## src/rtl/mult_div_pkg.sv

```systemverilog
// Shared types and constants for the multi-cycle multiply/divide unit.
package mult_div_pkg;

   // Default operand / Hi / Lo width.
   localparam int DEF_WIDTH = 32;

   // Operation select encoding on the op input.
   localparam logic OP_MULT = 1'b0;
   localparam logic OP_DIV  = 1'b1;

   // Control states: IDLE waits, MULT/DIV iterate, DONE is the one-cycle completion state.
   typedef enum logic [1:0] {
      IDLE = 2'd0,
      MULT = 2'd1,
      DIV  = 2'd2,
      DONE = 2'd3
   } state_t;

endpackage

```

## src/rtl/mult_div_unit_booth_step.sv

```systemverilog
// One radix-2 Booth iteration: conditional add/sub of the multiplicand into
// the upper accumulator field, then an arithmetic right shift of the whole
// {A, Q, q-1} accumulator. A is one bit wider than the operands so that the
// most negative multiplicand and zero-extended unsigned operands cannot overflow.
module booth_step
   import mult_div_pkg::*;
#(
   parameter int WIDTH = DEF_WIDTH
) (
   input  logic [2*WIDTH+1:0] acc_i,
   input  logic [WIDTH:0]     m_i,
   output logic [2*WIDTH+1:0] acc_o
);

   logic [WIDTH:0] a_sum;

   // Booth recode on {Q[0], q-1}, then shift right with sign replication.
   always_comb begin
      a_sum = acc_i[2*WIDTH+1:WIDTH+1];
      case (acc_i[1:0])
         2'b01:   a_sum = acc_i[2*WIDTH+1:WIDTH+1] + m_i;
         2'b10:   a_sum = acc_i[2*WIDTH+1:WIDTH+1] - m_i;
         default: a_sum = acc_i[2*WIDTH+1:WIDTH+1];
      endcase
      acc_o = {a_sum[WIDTH], a_sum, acc_i[WIDTH:1]};
   end

endmodule

```

## src/rtl/mult_div_unit.sv

```systemverilog
// Multi-cycle signed multiply / divide unit holding the MIPS Hi/Lo registers.
// Booth multiply and restoring divide share one {upper, Q, low} accumulator.
// Optional macro MULT_DIV_UNSIGNED_EN adds the is_unsigned input (multu/divu).
// Handshake: start is sampled only in IDLE or DONE; done and div_zero are
// single-cycle pulses; busy is high while iterating; Hi/Lo change only on the
// DONE-entry edge (or reset), so reads during an operation return old values.
module mult_div_unit
   import mult_div_pkg::*;
#(
   parameter int WIDTH = DEF_WIDTH,
   parameter int ITER  = WIDTH
) (
   input  logic             clk,
   input  logic             reset,
   input  logic             start,
   input  logic             op,
`ifdef MULT_DIV_UNSIGNED_EN
   input  logic             is_unsigned,
`endif
   input  logic [WIDTH-1:0] a,
   input  logic [WIDTH-1:0] b,
   output logic [WIDTH-1:0] hi,
   output logic [WIDTH-1:0] lo,
   output logic             busy,
   output logic             done,
   output logic             div_zero
);

   localparam int CW = $clog2(ITER + 1);
   localparam int AW = 2 * WIDTH + 2;

   state_t           state_q, state_d;
   logic [CW-1:0]    cnt_q, cnt_d;
   logic [AW-1:0]    acc_q, acc_d;
   logic [WIDTH-1:0] a_q, a_d, b_q, b_d;
   logic [WIDTH-1:0] hi_q, hi_d, lo_q, lo_d;
   logic             uns_q, uns_d;
   logic             div_zero_q, div_zero_d;

   logic             uns_in;
`ifdef MULT_DIV_UNSIGNED_EN
   assign uns_in = is_unsigned;
`else
   assign uns_in = 1'b0;
`endif

   // Sign and magnitude views of the incoming dividend and latched operands.
   logic             a_neg_in, a_neg, b_neg;
   logic [WIDTH-1:0] a_mag_in, b_mag;
   logic [WIDTH:0]   m_ext;
   assign a_neg_in = ~uns_in & a[WIDTH-1];
   assign a_mag_in = a_neg_in ? -a : a;
   assign a_neg    = ~uns_q & a_q[WIDTH-1];
   assign b_neg    = ~uns_q & b_q[WIDTH-1];
   assign b_mag    = b_neg ? -b_q : b_q;
   assign m_ext    = uns_q ? {1'b0, a_q} : {a_q[WIDTH-1], a_q};

   logic [AW-1:0] booth_acc;
   booth_step #(.WIDTH(WIDTH)) u_booth (
      .acc_i (acc_q),
      .m_i   (m_ext),
      .acc_o (booth_acc)
   );

   // One restoring-division step: shift the next dividend bit into the
   // remainder, subtract the divisor magnitude, keep it only if non-negative.
   logic [WIDTH:0] div_shift, div_diff;
   logic [AW-1:0]  div_acc;
   always_comb begin
      div_shift = {acc_q[2*WIDTH:WIDTH+1], acc_q[WIDTH]};
      div_diff  = div_shift - {1'b0, b_mag};
      if (!div_diff[WIDTH]) div_acc = {div_diff,  acc_q[WIDTH-1:1], 1'b1, 1'b0};
      else                  div_acc = {div_shift, acc_q[WIDTH-1:1], 1'b0, 1'b0};
   end

   // Final Hi/Lo values. Unsigned multiply folds in the weight of b's top bit
   // that the signed Booth recoding treats as negative.
   logic [WIDTH-1:0] mul_hi, mul_lo, quo, rem, div_hi, div_lo;
   always_comb begin
      mul_lo = acc_q[WIDTH:1];
      mul_hi = acc_q[2*WIDTH:WIDTH+1] + ((uns_q & b_q[WIDTH-1]) ? a_q : '0);
      quo    = acc_q[WIDTH:1];
      rem    = acc_q[2*WIDTH:WIDTH+1];
      div_lo = (a_neg ^ b_neg) ? -quo : quo;
      div_hi = a_neg ? -rem : rem;
   end

   // Control FSM and datapath next-state.
   always_comb begin
      state_d    = state_q;
      cnt_d      = cnt_q;
      acc_d      = acc_q;
      a_d        = a_q;
      b_d        = b_q;
      uns_d      = uns_q;
      hi_d       = hi_q;
      lo_d       = lo_q;
      div_zero_d = 1'b0;
      case (state_q)
         IDLE, DONE: begin
            if (start) begin
               a_d   = a;
               b_d   = b;
               uns_d = uns_in;
               cnt_d = '0;
               if (op == OP_MULT) begin
                  state_d = MULT;
                  acc_d   = {{(WIDTH + 1){1'b0}}, b, 1'b0};
               end else begin
                  state_d = DIV;
                  acc_d   = {{(WIDTH + 1){1'b0}}, a_mag_in, 1'b0};
               end
            end else begin
               state_d = IDLE;
            end
         end
         MULT: begin
            if (cnt_q == CW'(ITER)) begin
               hi_d    = mul_hi;
               lo_d    = mul_lo;
               state_d = DONE;
            end else begin
               acc_d = booth_acc;
               cnt_d = cnt_q + CW'(1);
            end
         end
         DIV: begin
            if (b_q == '0) begin
               div_zero_d = 1'b1;
               state_d    = DONE;
            end else if (cnt_q == CW'(ITER)) begin
               hi_d    = div_hi;
               lo_d    = div_lo;
               state_d = DONE;
            end else begin
               acc_d = div_acc;
               cnt_d = cnt_q + CW'(1);
            end
         end
         default: state_d = IDLE;
      endcase
   end

   // State registers with synchronous active-high reset.
   always_ff @(posedge clk) begin
      if (reset) begin
         state_q    <= IDLE;
         cnt_q      <= '0;
         acc_q      <= '0;
         a_q        <= '0;
         b_q        <= '0;
         uns_q      <= 1'b0;
         hi_q       <= '0;
         lo_q       <= '0;
         div_zero_q <= 1'b0;
      end else begin
         state_q    <= state_d;
         cnt_q      <= cnt_d;
         acc_q      <= acc_d;
         a_q        <= a_d;
         b_q        <= b_d;
         uns_q      <= uns_d;
         hi_q       <= hi_d;
         lo_q       <= lo_d;
         div_zero_q <= div_zero_d;
      end
   end

   assign hi       = hi_q;
   assign lo       = lo_q;
   assign busy     = (state_q == MULT) || (state_q == DIV);
   assign done     = (state_q == DONE);
   assign div_zero = div_zero_q;

endmodule

```

## config.mk

```make
export PLATFORM = sky130hd
export DESIGN_NAME = mult_div_unit
export DESIGN_NICKNAME = d
export VERILOG_FILES = /design/src/rtl/mult_div_pkg.sv /design/src/rtl/mult_div_unit_booth_step.sv /design/src/rtl/mult_div_unit.sv
export SDC_FILE = /design/constraint.sdc
export NUM_CORES = 1
export LEC_CHECK = 0
export ABC_AREA = 1
export CORE_UTILIZATION = 31
export CTS_CLUSTER_DIAMETER = 200
export CTS_CLUSTER_SIZE = 8
export DETAILED_ROUTE_END_ITERATION = 10
export PLACE_DENSITY = 0.6
export SYNTH_ARGS = -nofsm -noshare
export SYNTH_HDL_FRONTEND = slang
export SYNTH_SLANG_ARGS = --single-unit
```

## constraint.sdc

```tcl
create_clock -name clk -period 3.9 [get_ports clk]
set_clock_uncertainty 0.2 [all_clocks]
set_input_delay 0.39 -clock clk [delete_from_list [all_inputs] [get_ports clk]]
set_output_delay 0.39 -clock clk [all_outputs]
set_load 0.1 [all_outputs]
```

; ---- Word level (Yosys, flattened, before mapping)
; Cells that the tools add are included.
; Widths: inputs -> output; s select.
[op_classes]
bitwise_logic = 2
reduce_logical = 10
n_addsub = 8
multipliers = 0
eq_ne = 12
n_lt_le_gt_ge = 0
n_mux = 30
div = 0
n_shift = 0
[op_table]
columns = cell, count
row1 = $mux 66, 5
row2 = $mux 32, 10
row3 = $pmux 66 s3, 1
row4 = $neg 32->32, 4
row5 = $pmux 32 s2, 2
row6 = $pmux 33 s2, 1
row7 = $add 33x33->33, 1
row8 = $mux 33, 1
row9 = $sub 33x32->33, 1
row10 = $sub 33x33->33, 1
row11 = $logic_not 32->1, 1
row12 = $mux 6, 3
row13 = $pmux 6 s3, 1
row14 = $ne 2x2->1 const B, 6
row15 = $mux 2, 4
row16 = $reduce_and 4->1, 2
row17 = $add 6x1->6 const B, 1
row18 = $eq 2x2->1 const B, 3
row19 = $eq 6x6->1 const B, 1
row20 = $pmux 2 s3, 1
row21 = $eq 2x1->1 const B, 2
row22 = $reduce_and 2->1, 2
row23 = $reduce_or 2->1, 2
row24 = $logic_not 2->1, 1
row25 = other kinds (5), 5
[word_totals]
ram_bits = 0
romBits = 0
memories = 0
latchBits = 0
inputBits = 68
output_inout_bits = 67
reg_bits = 203
elab_cells = 70

; ---- Depth between registers and ports, before layout
[logic_depth]
ltp_word = 7
depth_mapped = 31
mapped_depth_nobuf = 30

; ---- Cells and area by module
; Synthesis repeated with hierarchy kept, for this count alone.
[hier_totals]
cells_unflattened = 3200
hier_area_um2 = 18306.3
[modules_own_cells]
columns = mod, cells_each, seq_area_each_um2, n_inst, area_each_um2
row1 = mult_div_unit, 2369, 4063.9, 1, 14267.4
row2 = booth_step, 831, 0.0, 1, 4038.9

; ---- Worst setup path before layout
; No wires, ideal clock.
[synth_path]
path_type = reg-to-reg
start = register b_q[2]
end = register acc_q[38]
setup_ns = 0.070
n_path_buf = 1
arrival_time_ns = 3.953
required_ns = 3.630
period_less_slack_ns = 4.223
stages_incl_launch_ff = 30
path_slack_ns = -0.323
cell_sequence = dfxtp_1 > inv_2 > nand3_1 > nor3_1 > nand4_1 > nor2_1 > nand2_1 > nor3_2 > inv_1 > o21ai_1 > xor2_1 > inv_1 > ha_1 > a21oi_1 > o21ai_0 > inv_1 > nand2_1 > a21oi_1 > nand2_1 > nand4_1 > nand2_1 > ha_1 > inv_1 > buf_1 > a21oi_1 > o21ai_0 > o21ai_0 > o22ai_1 > nand2_1 > a21oi_1
[synth_between]
elab_chain_len = 7
elab_cells_between_ends = 10
cone_classes = add/sub (2) / eq/ne (1) / mux (5) / reduce/logical (2)
[synth_lines]
columns = item, line_no
row1 = start: declaration, mult_div_unit.sv:35  ; logic [WIDTH-1:0] a_q, a_d, b_q, b_d;
row2 = start signal: assignment, mult_div_unit.sv:151  ; b_q <= '0;
row3 = start signal: assignment, mult_div_unit.sv:161  ; b_q <= b_d;
row4 = $neg 32->32, mult_div_unit.sv:55  ; assign b_mag = b_neg ? -b_q : b_q;
row5 = $mux 32, mult_div_unit.sv:55
row6 = $sub 33x32->33, mult_div_unit.sv:71  ; div_diff = div_shift - {1'b0, b_mag};
row7 = $mux 66, mult_div_unit.sv:72  ; if (!div_diff[WIDTH]) div_acc = {div_diff, acc_q[WIDTH-1:1], 1'b1, 1'b0};
row8 = $mux 66, mult_div_unit.sv:131  ; end else if (cnt_q == CW'(ITER)) begin
row9 = $mux 66, mult_div_unit.sv:128  ; if (b_q == '0) begin
row10 = $pmux 66 s3, mult_div_unit.sv:99  ; case (state_q)
row11 = end signal: assignment, mult_div_unit.sv:149  ; acc_q <= '0;
row12 = end signal: assignment, mult_div_unit.sv:159  ; acc_q <= acc_d;
row13 = end: declaration, mult_div_unit.sv:34  ; logic [AW-1:0] acc_q, acc_d;
; Parallel ways exist; a longest one is shown, timed or not. The select of a mux whose other input is x is not followed.
; A chain may end at the register's enable or synchronous reset.

; ---- Final worst setup path
[layout_path]
start = register b_q[2]
end = register acc_q[42]
; The elaborated chain is that of the path after synthesis.

==> qor.yml <==
outcome:
  outcome: "complete, but fails checks"
  violations: "negative setup slack"
clock_tree:
  ctsHoldBuffers: 0
  cts.clk_slew.worst_paths_ns: 0.06
  clkLatencyLatePin_ns: 0.60
  h-tree-depth: 1
  clock_tree_root_buffer_cell: "clkbuf_16"
  tritoncts: "built"
  cts_num_sinks: 203
  max_buffers_root_to_sink: 3
  cts_made_buffers: 29
hold_path:
  hold_path.class: "input port to flip-flop"
yosys:
  post_synth_instance_area_um2: 17150
  synth.yosys.warnings: 0
  yosys.area_share.simple_pct: 32.10
  synth.mux.area_fraction_pct: 0
  register_bit_total_from_synthesis: 203
  synth_seq_area_share_pct: 23.70
  share_of_synthesized_cell_area_in_full_adder_half_adder_and_majority_cells_pct: 5.778
  syn-mean-instance-area_um2: 5.922
  ys_types: 50
  postSynthCellCount: 2896
  ys_dominant_reg_cell: "dfxtp_1"
  synth_compound_gate_area_share_pct: 22.06
  syn-num-nets: 3042
  synth_top_family_by_area: "simple AND/OR/NAND/NOR gates"
  synth-xor-area-share_pct: 5.209
  async_flop_share_pct: 0
  number_of_synthesized_flops_with_an_enable_pin: 0
timing:
  final.period_utilization_pct: 108.0
  max_slew_margin_pct: 26.60
  grt_setup_unrepaired: "true"
  report.final.hold_viol_count: 0
  final.min_clock_period_ns: 4.211
  final_critical_path_setup_slack_ns: -0.3106
  final_max_slew_viol_count: 0
  fmaxAchievable_mhz: 237.5
  tightest_slew_ns: 1.098
  final.hold.worst_slack_ns: 0.09956
  final-setup-viol-count: 33
power:
  power.static_leakage_nw: 9.807
  power_switching_share_pct: 38.35
  p_clk_share_pct: 32.4
  power_density_nw_per_um2: 330.4
  power.combinational.fraction_pct: 35.2
  power.share.sequential_pct: 32.3
  switching_power_mw: 2.721
  max-vdd-ir-drop_uv: 284.8
  power_report.internal_total_mw: 4.373
cells_and_area:
  mostFrequentLayoutCells: "691 x nand2_1, 346 x inv_1, 309 x nor2_1"
  fin_util_pct: 39.58
  antenna_cells_inserted: 0
  finalNetCount: 3274
  layout-drive-gt1-share_pct: 11.45
  final_common_cell: "nand2_1"
  nFillCells: 5910
  synthToLayoutAreaGrowth_pct: 25.19
route:
  detail_route.wirelength_um: 69200
  drt_pass1_iterations: 7
  postRouteAntennaNets: 0
  drt_iter0_drc: 1573
  drt_drc_violations_left: 0
  avgRoutedWirePerCell_um: 18.10
  avgViaCountPerCell: 5.179
  via_count: 19800
grt:
  via_count_of_the_first_global_routing_pass: 18570
  globalRouteOverflowTotal: 0
  grt_start_max_net_pins: 104
  grt_first_pass_wirelength_um: 106500
  grt_usage_pct: 24.15
  grt_antenna_before_repair: 0
floorplanning:
  design.portCount: 135
  floorplan.initialDensity_pct: 31.62
  core_um2: 54240
  num_rows: 85
  fp.dieH_um: 237.2
  die_width_um: 237.2
  fp.dieArea_um2: 56270
setup_path:
  arrival_ns: 4.46
  cp_data_required_time_ns: 4.15
  crit_path_top_delay_cell: "dfxtp_2"
  cp-end-kind: "flip-flop"
  cpMostUsedCell: "nand2_1"
  worst_path_largest_cell_delay_ns: 0.32
  cp_max_fo: 11
  worst-setup-path-type: "flip-flop to flip-flop"
  start_kind: "flip-flop"
job:
  maximum_capacitance_violations: 0
place:
  io_buffers: 134
  finalWeightedCongestion: 1.020
  detailed_place_hpwl_um: 54590
layer usage:
layer	up-vias	part of all wire (%)	track usage [%]
li1	9947	-	-
met3	161	5.1	2.195
met1	9041	43	31.19
met2	654	45	39.28
met4	0	6.5	14.04
met5	-	0	0
sequential cells by signal, indices dropped and copies added (netlist names):
| name | flops |
|---|---|
| cnt_q | 6 |
| div_zero | 1 |
| a_q | 32 |
| acc_q | 66 |
| b_q | 32 |
| lo | 32 |
| state_q | 2 |
| hi | 32 |
worst max-delay path, delay by kind of cell, from the launching register on:
family | cells | cell delay (ns)
adder cells (fa/ha/maj) | 2 | 0.54
flip-flops | 1 | 0.32
buffers and inverters | 5 | 0.64
AO/OA/AOI/OAI | 3 | 0.26
AND/OR/NAND/NOR | 16 | 1.91
XOR/XNOR | 1 | 0.22
final timing paths:
| kind | startpoint | end | slack (ns) | cells past startpoint |
|---|---|---|---|---|
| max | b_q[2] | acc_q[42] | -0.31 | 27 |
| min | reset | acc_q[48] | 0.1 | 2 |
| max reg2reg | b_q[2] | acc_q[42] | -0.31 | 27 |
| min reg2reg | hi[1] | hi[1] | 0.27 | 2 |
what timing repair did:
action | 4_1_cts | 5_1_grt
gates cloned | 2 | 0
endpoints found under the setup margin | 33 | 34
gates resized for setup | 51 | 73
pin swaps | 26 | 46
hold endpoints to repair | 0 | 0
buffers inserted | 7 | 3
cell families after synthesis:
logic type	after synthesis
adders and majority gates	78
buffers and inverters	486
and+or+nand+nor	1315
DFF	203
AOI/OAI and AO/OA	712
xor gates and xnor gates	102
cell usage after synthesis, types with 35 or more instances:
master,instances,area (um^2)
nand2_1,702,2635
o21ai_1,38,190.2
nor2_1,316,1186
xor2_1,87,762.0
o21ai_0,244,1221
a21oi_1,325,1627
ha_1,76,950.9
inv_1,353,1325
nand3_1,173,865.8
o22ai_1,35,219.0
dfxtp_1,203,4064
clkbuf_1,84,315.3
power groups by stage:
| stage | sequential, mW | clock, mW | combinational (mW) |
|---|---|---|---|
| after floorplan | 2.30 | 0 | 1.44 |
| after global placement | 2.33 | 0 | 2.35 |
| after detailed placement | 2.33 | 0 | 2.36 |
| after CTS | 2.29 | 2.33 | 2.40 |
| after global routing | 2.31 | 2.41 | 2.73 |
| final | 2.29 | 2.30 | 2.50 |
per-stage QoR:
| stage | TNS [ns] | instance area (um^2) | worst slack, ns | instances | power, mW |
|---|---|---|---|---|---|
| 3_5_place_dp | -13.48 | 20210 | -0.5046 | 3782 | 4.690 |
| 3_3_place_gp | -8.488 | 20210 | -0.3413 | 3782 | 4.684 |
| 6_report | -8.278 | 21470 | -0.3106 | 3824 | 7.094 |
| 4_1_cts | -10.38 | 21210 | -0.3610 | 3822 | 7.021 |
| 2_1_floorplan | 0 | 17200 | 0.02373 | 2896 | 3.742 |
| 5_1_grt | -17.66 | 21470 | -0.5958 | 3824 | 7.449 |
final cells by class:
type	count	area (um^2)	share of cell area, %
clock buffer	29	725.7	3.380
clock inverter	2	27.53	0.1282
inverter	368	1390	6.474
multi-input combinational	2207	11590	54.00
sequential	203	4066	18.94
tap	696	870.8	4.056
timing repair buffer	319	2795	13.02
(Power assumes the default switching activity.)
